<file path="src/rtl/kf8255_pkg.sv">
// Shared types and control-word field positions for the KF8255 PPI Group A logic.
// Contents: Group A mode enum, port A handshake state enum, control-word bit
// positions for mode-set and bit set/reset words, and the port C bit indices
// that carry INTE_A in Mode 1 input and output.
package kf8255_pkg;

  localparam int unsigned DATA_W     = 8;

  // Control-word field positions
  localparam int unsigned MODE_SET   = 7;
  localparam int unsigned GA_MODE_HI = 6;
  localparam int unsigned GA_MODE_LO = 5;
  localparam int unsigned PA_DIR     = 4;
  localparam int unsigned BSR_BIT_HI = 3;
  localparam int unsigned BSR_BIT_LO = 1;
  localparam int unsigned BSR_VAL    = 0;
  localparam int unsigned BSR_BIT_W  = BSR_BIT_HI - BSR_BIT_LO + 1;

  // Port C bits that hold INTE_A in Mode 1
  localparam int unsigned INTE_IN    = 4;
  localparam int unsigned INTE_OUT   = 6;

  typedef enum logic {
    MODE0 = 1'b0,
    MODE1 = 1'b1
  } kf8255_mode_t;

  typedef enum logic [1:0] {
    IDLE  = 2'd0,
    FULL  = 2'd1,
    PEND  = 2'd2,
    DRAIN = 2'd3
  } kf8255_hs_state_t;

endpackage

</file>
<file path="src/rtl/kf8255_edge_detect.sv">
// Registered edge detector for one handshake pin, with an optional 2-flop
// synchronizer ahead of the sampling register.
// Parameters: SYNC_EN   - 1 inserts the 2-flop synchronizer (adds 2 clocks)
//             RESET_VAL - idle level of the pin, loaded into all flops on reset
// Ports: clock, reset_n (async active-low), pin (raw level),
//        rise / fall (one-cycle pulses, combinational from the two sample flops)
module kf8255_edge_detect #(
  parameter bit SYNC_EN   = 1'b0,
  parameter bit RESET_VAL = 1'b0
) (
  input  logic clock,
  input  logic reset_n,
  input  logic pin,
  output logic rise,
  output logic fall
);

  logic sampled;
  logic sampled_d;

  if (SYNC_EN) begin : g_sync
    logic [1:0] sync_q;

    // Two metastability flops, then the sampling register
    always_ff @(posedge clock or negedge reset_n) begin
      if (!reset_n) begin
        sync_q  <= {2{RESET_VAL}};
        sampled <= RESET_VAL;
      end else begin
        sync_q  <= {sync_q[0], pin};
        sampled <= sync_q[1];
      end
    end
  end else begin : g_direct
    // Pin is already synchronous to clock: single sampling register
    always_ff @(posedge clock or negedge reset_n) begin
      if (!reset_n) begin
        sampled <= RESET_VAL;
      end else begin
        sampled <= pin;
      end
    end
  end

  // Previous sample for edge comparison
  always_ff @(posedge clock or negedge reset_n) begin
    if (!reset_n) begin
      sampled_d <= RESET_VAL;
    end else begin
      sampled_d <= sampled;
    end
  end

  assign rise = sampled & ~sampled_d;
  assign fall = ~sampled & sampled_d;

endmodule

</file>
<file path="src/rtl/kf8255_port_a_handshake.sv">
// KF8255 port A data path and Mode 0 / Mode 1 strobed handshake engine.
// Inputs : clock, reset_n (async active-low), internal_data_bus, write_port_a,
//          read_port_a (level), write_control, port_a_in, stb_n (PC4), ack_n (PC6)
// Outputs: port_a_out, port_a_io (1 = drive pins), read_data_a (combinational),
//          ibf_a (PC5), obf_a_n (PC7), intr_a (PC3), inte_a, mode1_a
// Build option: KF8255_PORTA_PIN_SYNC_EN adds a 2-flop synchronizer on stb_n,
// ack_n and port_a_in (pin-to-flag latency 4 clocks instead of 2).
module kf8255_port_a_handshake
  import kf8255_pkg::*;
(
  input  logic              clock,
  input  logic              reset_n,
  input  logic [DATA_W-1:0] internal_data_bus,
  input  logic              write_port_a,
  input  logic              read_port_a,
  input  logic              write_control,
  input  logic [DATA_W-1:0] port_a_in,
  input  logic              stb_n,
  input  logic              ack_n,
  output logic [DATA_W-1:0] port_a_out,
  output logic              port_a_io,
  output logic [DATA_W-1:0] read_data_a,
  output logic              ibf_a,
  output logic              obf_a_n,
  output logic              intr_a,
  output logic              inte_a,
  output logic              mode1_a
);

`ifdef KF8255_PORTA_PIN_SYNC_EN
  localparam bit PIN_SYNC = 1'b1;
`else
  localparam bit PIN_SYNC = 1'b0;
`endif

  logic stb_rise, stb_fall, ack_rise, ack_fall, rd_rise, rd_fall;
  logic [DATA_W-1:0] pin_data;

  kf8255_mode_t      mode_q, mode_d;
  kf8255_hs_state_t  state_q, state_d;
  logic              dir_in_q, dir_in_d;
  logic [DATA_W-1:0] in_latch_q, in_latch_d;
  logic [DATA_W-1:0] port_a_out_d;
  logic              ibf_d, obf_n_d, intr_d, inte_d;

  logic                 mode_set, bsr, bsr_hit, m1_in, m1_out;
  logic [BSR_BIT_W-1:0] bsr_bit;

`ifdef KF8255_PORTA_PIN_SYNC_EN
  logic [DATA_W-1:0] pa_sync_q1, pa_sync_q2;

  // Data synchronizer, aligned with the strobe synchronizer depth
  always_ff @(posedge clock or negedge reset_n) begin
    if (!reset_n) begin
      pa_sync_q1 <= '0;
      pa_sync_q2 <= '0;
    end else begin
      pa_sync_q1 <= port_a_in;
      pa_sync_q2 <= pa_sync_q1;
    end
  end

  assign pin_data = pa_sync_q2;
`else
  assign pin_data = port_a_in;
`endif

  kf8255_edge_detect #(.SYNC_EN(PIN_SYNC), .RESET_VAL(1'b1)) u_stb_edge (
    .clock(clock), .reset_n(reset_n), .pin(stb_n), .rise(stb_rise), .fall(stb_fall)
  );

  kf8255_edge_detect #(.SYNC_EN(PIN_SYNC), .RESET_VAL(1'b1)) u_ack_edge (
    .clock(clock), .reset_n(reset_n), .pin(ack_n), .rise(ack_rise), .fall(ack_fall)
  );

  // read_port_a comes from the bus logic and is already synchronous
  kf8255_edge_detect #(.SYNC_EN(1'b0), .RESET_VAL(1'b0)) u_rd_edge (
    .clock(clock), .reset_n(reset_n), .pin(read_port_a), .rise(rd_rise), .fall(rd_fall)
  );

  // Control-word decode
  assign mode_set = write_control & internal_data_bus[MODE_SET];
  assign bsr      = write_control & ~internal_data_bus[MODE_SET];
  assign bsr_bit  = internal_data_bus[BSR_BIT_HI:BSR_BIT_LO];
  assign m1_in    = (mode_q == MODE1) & dir_in_q;
  assign m1_out   = (mode_q == MODE1) & ~dir_in_q;
  assign bsr_hit  = bsr & ((m1_in  & (bsr_bit == BSR_BIT_W'(INTE_IN))) |
                           (m1_out & (bsr_bit == BSR_BIT_W'(INTE_OUT))));

  assign mode1_a   = (mode_q == MODE1);
  assign port_a_io = ~dir_in_q;

  // State and data registers
  always_ff @(posedge clock or negedge reset_n) begin
    if (!reset_n) begin
      state_q    <= IDLE;
      mode_q     <= MODE0;
      dir_in_q   <= 1'b1;
      in_latch_q <= '0;
      port_a_out <= '0;
      ibf_a      <= 1'b0;
      obf_a_n    <= 1'b1;
      intr_a     <= 1'b0;
      inte_a     <= 1'b0;
    end else begin
      state_q    <= state_d;
      mode_q     <= mode_d;
      dir_in_q   <= dir_in_d;
      in_latch_q <= in_latch_d;
      port_a_out <= port_a_out_d;
      ibf_a      <= ibf_d;
      obf_a_n    <= obf_n_d;
      intr_a     <= intr_d;
      inte_a     <= inte_d;
    end
  end

  // Handshake next state; input mode is paced by STB/read, output by write/ACK
  always_comb begin
    state_d = state_q;
    if (mode_set) begin
      state_d = IDLE;
    end else if (m1_in) begin
      case (state_q)
        IDLE:    if (stb_fall) state_d = FULL;
        FULL:    if (stb_rise) state_d = PEND;
        DRAIN:   if (rd_fall)  state_d = stb_fall ? FULL : IDLE;
        default: state_d = state_q;
      endcase
      if (rd_rise) state_d = DRAIN;
    end else if (m1_out) begin
      case (state_q)
        FULL:    if (ack_fall) state_d = DRAIN;
        DRAIN:   if (ack_rise) state_d = PEND;
        default: state_d = state_q;
      endcase
      if (write_port_a) state_d = FULL;
    end else begin
      state_d = IDLE;
    end
  end

  // Flag and data updates; later assignments win on coincident events
  always_comb begin
    mode_d       = mode_q;
    dir_in_d     = dir_in_q;
    in_latch_d   = in_latch_q;
    port_a_out_d = port_a_out;
    ibf_d        = ibf_a;
    obf_n_d      = obf_a_n;
    intr_d       = intr_a;
    inte_d       = inte_a;

    if (mode_set) begin
      mode_d       = (internal_data_bus[GA_MODE_HI] | internal_data_bus[GA_MODE_LO]) ? MODE1 : MODE0;
      dir_in_d     = internal_data_bus[PA_DIR];
      in_latch_d   = '0;
      port_a_out_d = '0;
      ibf_d        = 1'b0;
      obf_n_d      = 1'b1;
      intr_d       = 1'b0;
      inte_d       = 1'b0;
    end else begin
      if (bsr_hit) inte_d = internal_data_bus[BSR_VAL];
      if (write_port_a) port_a_out_d = internal_data_bus;

      if (m1_in) begin
        if (stb_rise && inte_a && ibf_a) intr_d = 1'b1;
        if (rd_rise) intr_d = 1'b0;
        if (rd_fall) ibf_d = 1'b0;
        // A strobe coincident with read completion keeps the buffer full
        if (stb_fall) begin
          in_latch_d = pin_data;
          ibf_d      = 1'b1;
        end
      end else if (m1_out) begin
        if (ack_fall) obf_n_d = 1'b1;
        if (ack_rise && inte_a && obf_a_n) intr_d = 1'b1;
        // A new write overrides a coincident ACK completion
        if (write_port_a) begin
          obf_n_d = 1'b0;
          intr_d  = 1'b0;
        end
      end
    end
  end

  // CPU read data path
  always_comb begin
    read_data_a = port_a_out;
    if (dir_in_q) begin
      read_data_a = (mode_q == MODE1) ? in_latch_q : port_a_in;
    end
  end

endmodule
</file>
<file path="config.mk">
export PLATFORM = sky130hd
export DESIGN_NAME = kf8255_port_a_handshake
export DESIGN_NICKNAME = d
export VERILOG_FILES = /design/src/rtl/kf8255_pkg.sv /design/src/rtl/kf8255_edge_detect.sv /design/src/rtl/kf8255_port_a_handshake.sv
export SDC_FILE = /design/constraint.sdc
export NUM_CORES = 1
export LEC_CHECK = 0
export BUFFER_PORTS_ARGS = -buffer_cell sky130_fd_sc_hd__buf_2
export CAP_MARGIN = 15
export CORE_ASPECT_RATIO = 0.8
export CORE_MARGIN = 5
export CORE_UTILIZATION = 44
export CTS_CLUSTER_DIAMETER = 100
export DETAILED_ROUTE_END_ITERATION = 7
export PLACE_DENSITY = 0.72
export SYNTH_ARGS = -nofsm -noshare
export SYNTH_HDL_FRONTEND = slang
export SYNTH_SLANG_ARGS = --single-unit
</file>
<file path="constraint.sdc">
create_clock -name clock -period 1.7 [get_ports clock]
set_clock_uncertainty 0.2 [all_clocks]
set_input_delay 0.085 -clock clock [delete_from_list [all_inputs] [get_ports clock]]
set_output_delay 0.085 -clock clock [all_outputs]
set_load 0.01 [all_outputs]
</file>
==> reports/metrics.yaml <==
run_status:
  status: "finished, final reports clean"
pwr:
  ir_worst_vdd_uv: 493
  power_leakage_nw: 0.957
  power_density_mw_per_mm2: 906
  power.switching_w: 0.000454
  intPower_w: 0.00125
  combPwrFrac: 0.245
  swShare: 0.266
  seqPwrFrac: 0.453
  p_total_w: 0.00171
  clockPowerShare: 0.302
layout:
  layout.nets: 208
  nFillCells: 215
  final_util: 0.677
  antenna_cells: 0
  layout-drive-gt1-share: 0.391
  stdcell_count: 222
  synthToLayoutAreaGrowth_pct: 46.6
floorplan:
  die_area_sq_mm: 0.00411
  start_util: 0.462
  die_h_um: 58.4
  core-area_sq_mm: 0.00279
  fp.dieW_um: 70.5
  rows: 17
  boundaryPins: 45
critical_path:
  worst-path-max-fanout: 8
  crit_chain: "buf_4 -> nor2_1 -> a21oi_1 -> buf_2"
  cp-end-kind: "output port"
  cp.required_ns: 1.41
  cp_slowest_stage_delay_ns: 0.58
  crit_arrival_ns: 1.34
  cpMaxStageDelayCell: "dfstp_2"
  crit_path_start_kind: "flop"
  crit_type: "flop to output port"
clock_network:
  numCtsBuffers: 3
  cts-root-buf: "clkbuf_8"
  htreeDepth: 1
  clock-sinks: 28
  cts_buffer_depth: 2
  cts_tree: "done"
  worstSkewPairLatency_ns: 0.27
  path_clk_slew_ns: 0.09
detailed_routing:
  drc: 0
  vias_per_cell: 4.96
  first_iter_violations: 40
  dr.pass1.iters: 4
  detail_route.wl_per_cell_um: 14.3
  routed_wl_mm: 3.18
  ant_nets: 0
  vias: 1101
timing:
  slew_headroom: 0.595
  fmax_mhz: 614
  slew_viol_final: 0
  finalHoldViolations: 0
  period_needed_ns: 1.63
  fin_ws_ns: 0.0704
  period_share: 0.959
  setup_viol: 0
  max_slew.worst_pin.slew_ns: 0.608
placed_design:
  dp.cells: 192
  gp_congestion: 0.798
  pre_cts_slack_ns: 0.100
  io_buffers: 44
  place_hpwl_mm: 2.33
synthesis:
  ys_warn_count: 0
  syn_area_sq_mm: 0.00129
  synth_nets: 135
  yosysTopAreaCell: "dfrtp_1"
  synth_edf_count: 0
  ys_async_sr_fraction: 1.00
  synth_area_leaders: "dfrtp_1, mux2i_1, dfstp_2"
  synthDistinctLibCells: 27
  yosys.area.top_type_share: 0.428
  avgSynthCellArea_sq_um: 11.5
  synth_seq_area_share: 0.551
  synthCells: 112
  ys.flop_type: "dfrtp_1"
  synth-seq-cells: 28
global_route:
  antenna_found_initial: 0
  grt_use_total: 0.161
  overflow: 0
  grt_max_degree: 29
  grt_pass1_wl_mm: 5.20
  grt_pass1_vias: 1106
hold_path:
  hp-class: "input pin to flop"
job:
  max_cap_violations: 0
-- cells by family (layout without fill, tap and decap cells) --
family,count (synthesis),in the layout,synth area share
AOI/OAI and AO/OA,26,26,0.145
xor gates and xnor gates,1,1,0.00681
buffers and inverters,9,81,0.0350
DFF,28,28,0.551
muxes,16,16,0.125
and+or+nand+nor,32,32,0.138
-- per-stage QoR --
step	TNS [ns]	hold slack, ns	instance area [sq um]
finish	0	0.0600	1890
global route	-0.0266	0.0512	1890
global placement	0	-0.0825	1550
floorplan	0	-0.411	1290
CTS	0	0.0523	1840
detailed placement	0	-0.0665	1550
-- power by group through the flow --
stage	Clock, W	Sequential (W)	Combinational (W)
global placement	0	0.000783	0.000347
finish	0.000515	0.000774	0.000419
global route	0.000551	0.000781	0.000459
CTS	0.000528	0.000775	0.000393
detailed placement	0	0.000787	0.000354
floorplan	0	0.000787	0.000197
-- worst paths after layout --
check,cells past startpoint,to,slack [ns],startpoint
max,4,read_data_a[0],0.07,dir_in_q
min,3,port_a_out[7],0.06,write_port_a
max reg2reg,3,in_latch_q[2],0.10,u_stb_edge.sampled_d
min reg2reg,0,u_ack_edge.sampled_d,0.18,u_ack_edge.sampled
max in group asynchronous,2,mode1_a,0.72,reset_n
min in group asynchronous,2,port_a_out[1],0.15,reset_n
-- cells in the final DEF, fill, tap and decap left out, types with 3 or more instances in the layout --
| cell | instances |
|---|---|
| dlygate4sd3_1 | 21 |
| nand2_1 | 5 |
| buf_4 | 8 |
| dfstp_2 | 6 |
| buf_2 | 44 |
| a22o_1 | 8 |
| a21oi_1 | 8 |
| mux2i_1 | 16 |
| o21ai_0 | 3 |
| inv_1 | 3 |
| clkbuf_8 | 3 |
| dfrtp_1 | 21 |
| nor2_1 | 16 |
-- sequential cells by signal (all words and copies together) (netlist names) --
signal and count:
port_a_out 8, obf_a_n 1, ibf_a 1, u_ack_edge.sampled 1
u_rd_edge.sampled_d 1, u_stb_edge.sampled 1, u_ack_edge.sampled_d 1, dir_in_q 1
intr_a 1, in_latch_q 8, u_stb_edge.sampled_d 1, inte_a 1
u_rd_edge.sampled 1, mode1_a 1
-- layer usage --
layer / wire length, um / GRT usage / vias up
met5: 0 / 0 / -
met2: 1510 / 0.253 / 36
li1: - / - / 545
met1: 1460 / 0.222 / 518
met4: 20 / 0.0410 / 0
met3: 187 / 0.0461 / 2
-- synthesized netlist by cell type (2+ instances only) --
master   instances
nor2_1          16
o21ai_0          3
and4b_1          2
inv_1            3
buf_4            2
dfrtp_1         22
dfstp_2          6
nand3_1          2
a21oi_1         10
nand2_1          5
mux2i_1         16
a22o_1           8
buf_2            3
-- timing repair --
item | 4_1_cts | 5_1_grt
setup buffers | 0 | 5
hold buffers | 22 | 0
pin swaps | 0 | 1
gates cloned | 0 | 0
endpoints found under the hold margin | 48 | 0
endpoints found under the setup margin | 4 | 10
resized for setup | 1 | 4
-- critical path: cells and delay by family (launching register included) --
| family | cells | cell delay [ns] |
|---|---|---|
| buf+inv | 2 | 0.30 |
| flops | 1 | 0.58 |
| compound gates | 1 | 0.11 |
| simple gates | 1 | 0.07 |
-- area by class of cell --
cell class | instances | area (sq um) | area share
Clock buffer | 3 | 41.3 | 0.0219
Clock inverter | 1 | 30.0 | 0.0159
Inverter | 3 | 11.3 | 0.00597
Multi-Input combinational cell | 75 | 541 | 0.287
Sequential cell | 28 | 709 | 0.376
Tap cell | 38 | 47.5 | 0.0252
Timing Repair Buffer | 74 | 505 | 0.268
(Power assumes the default switching activity.)
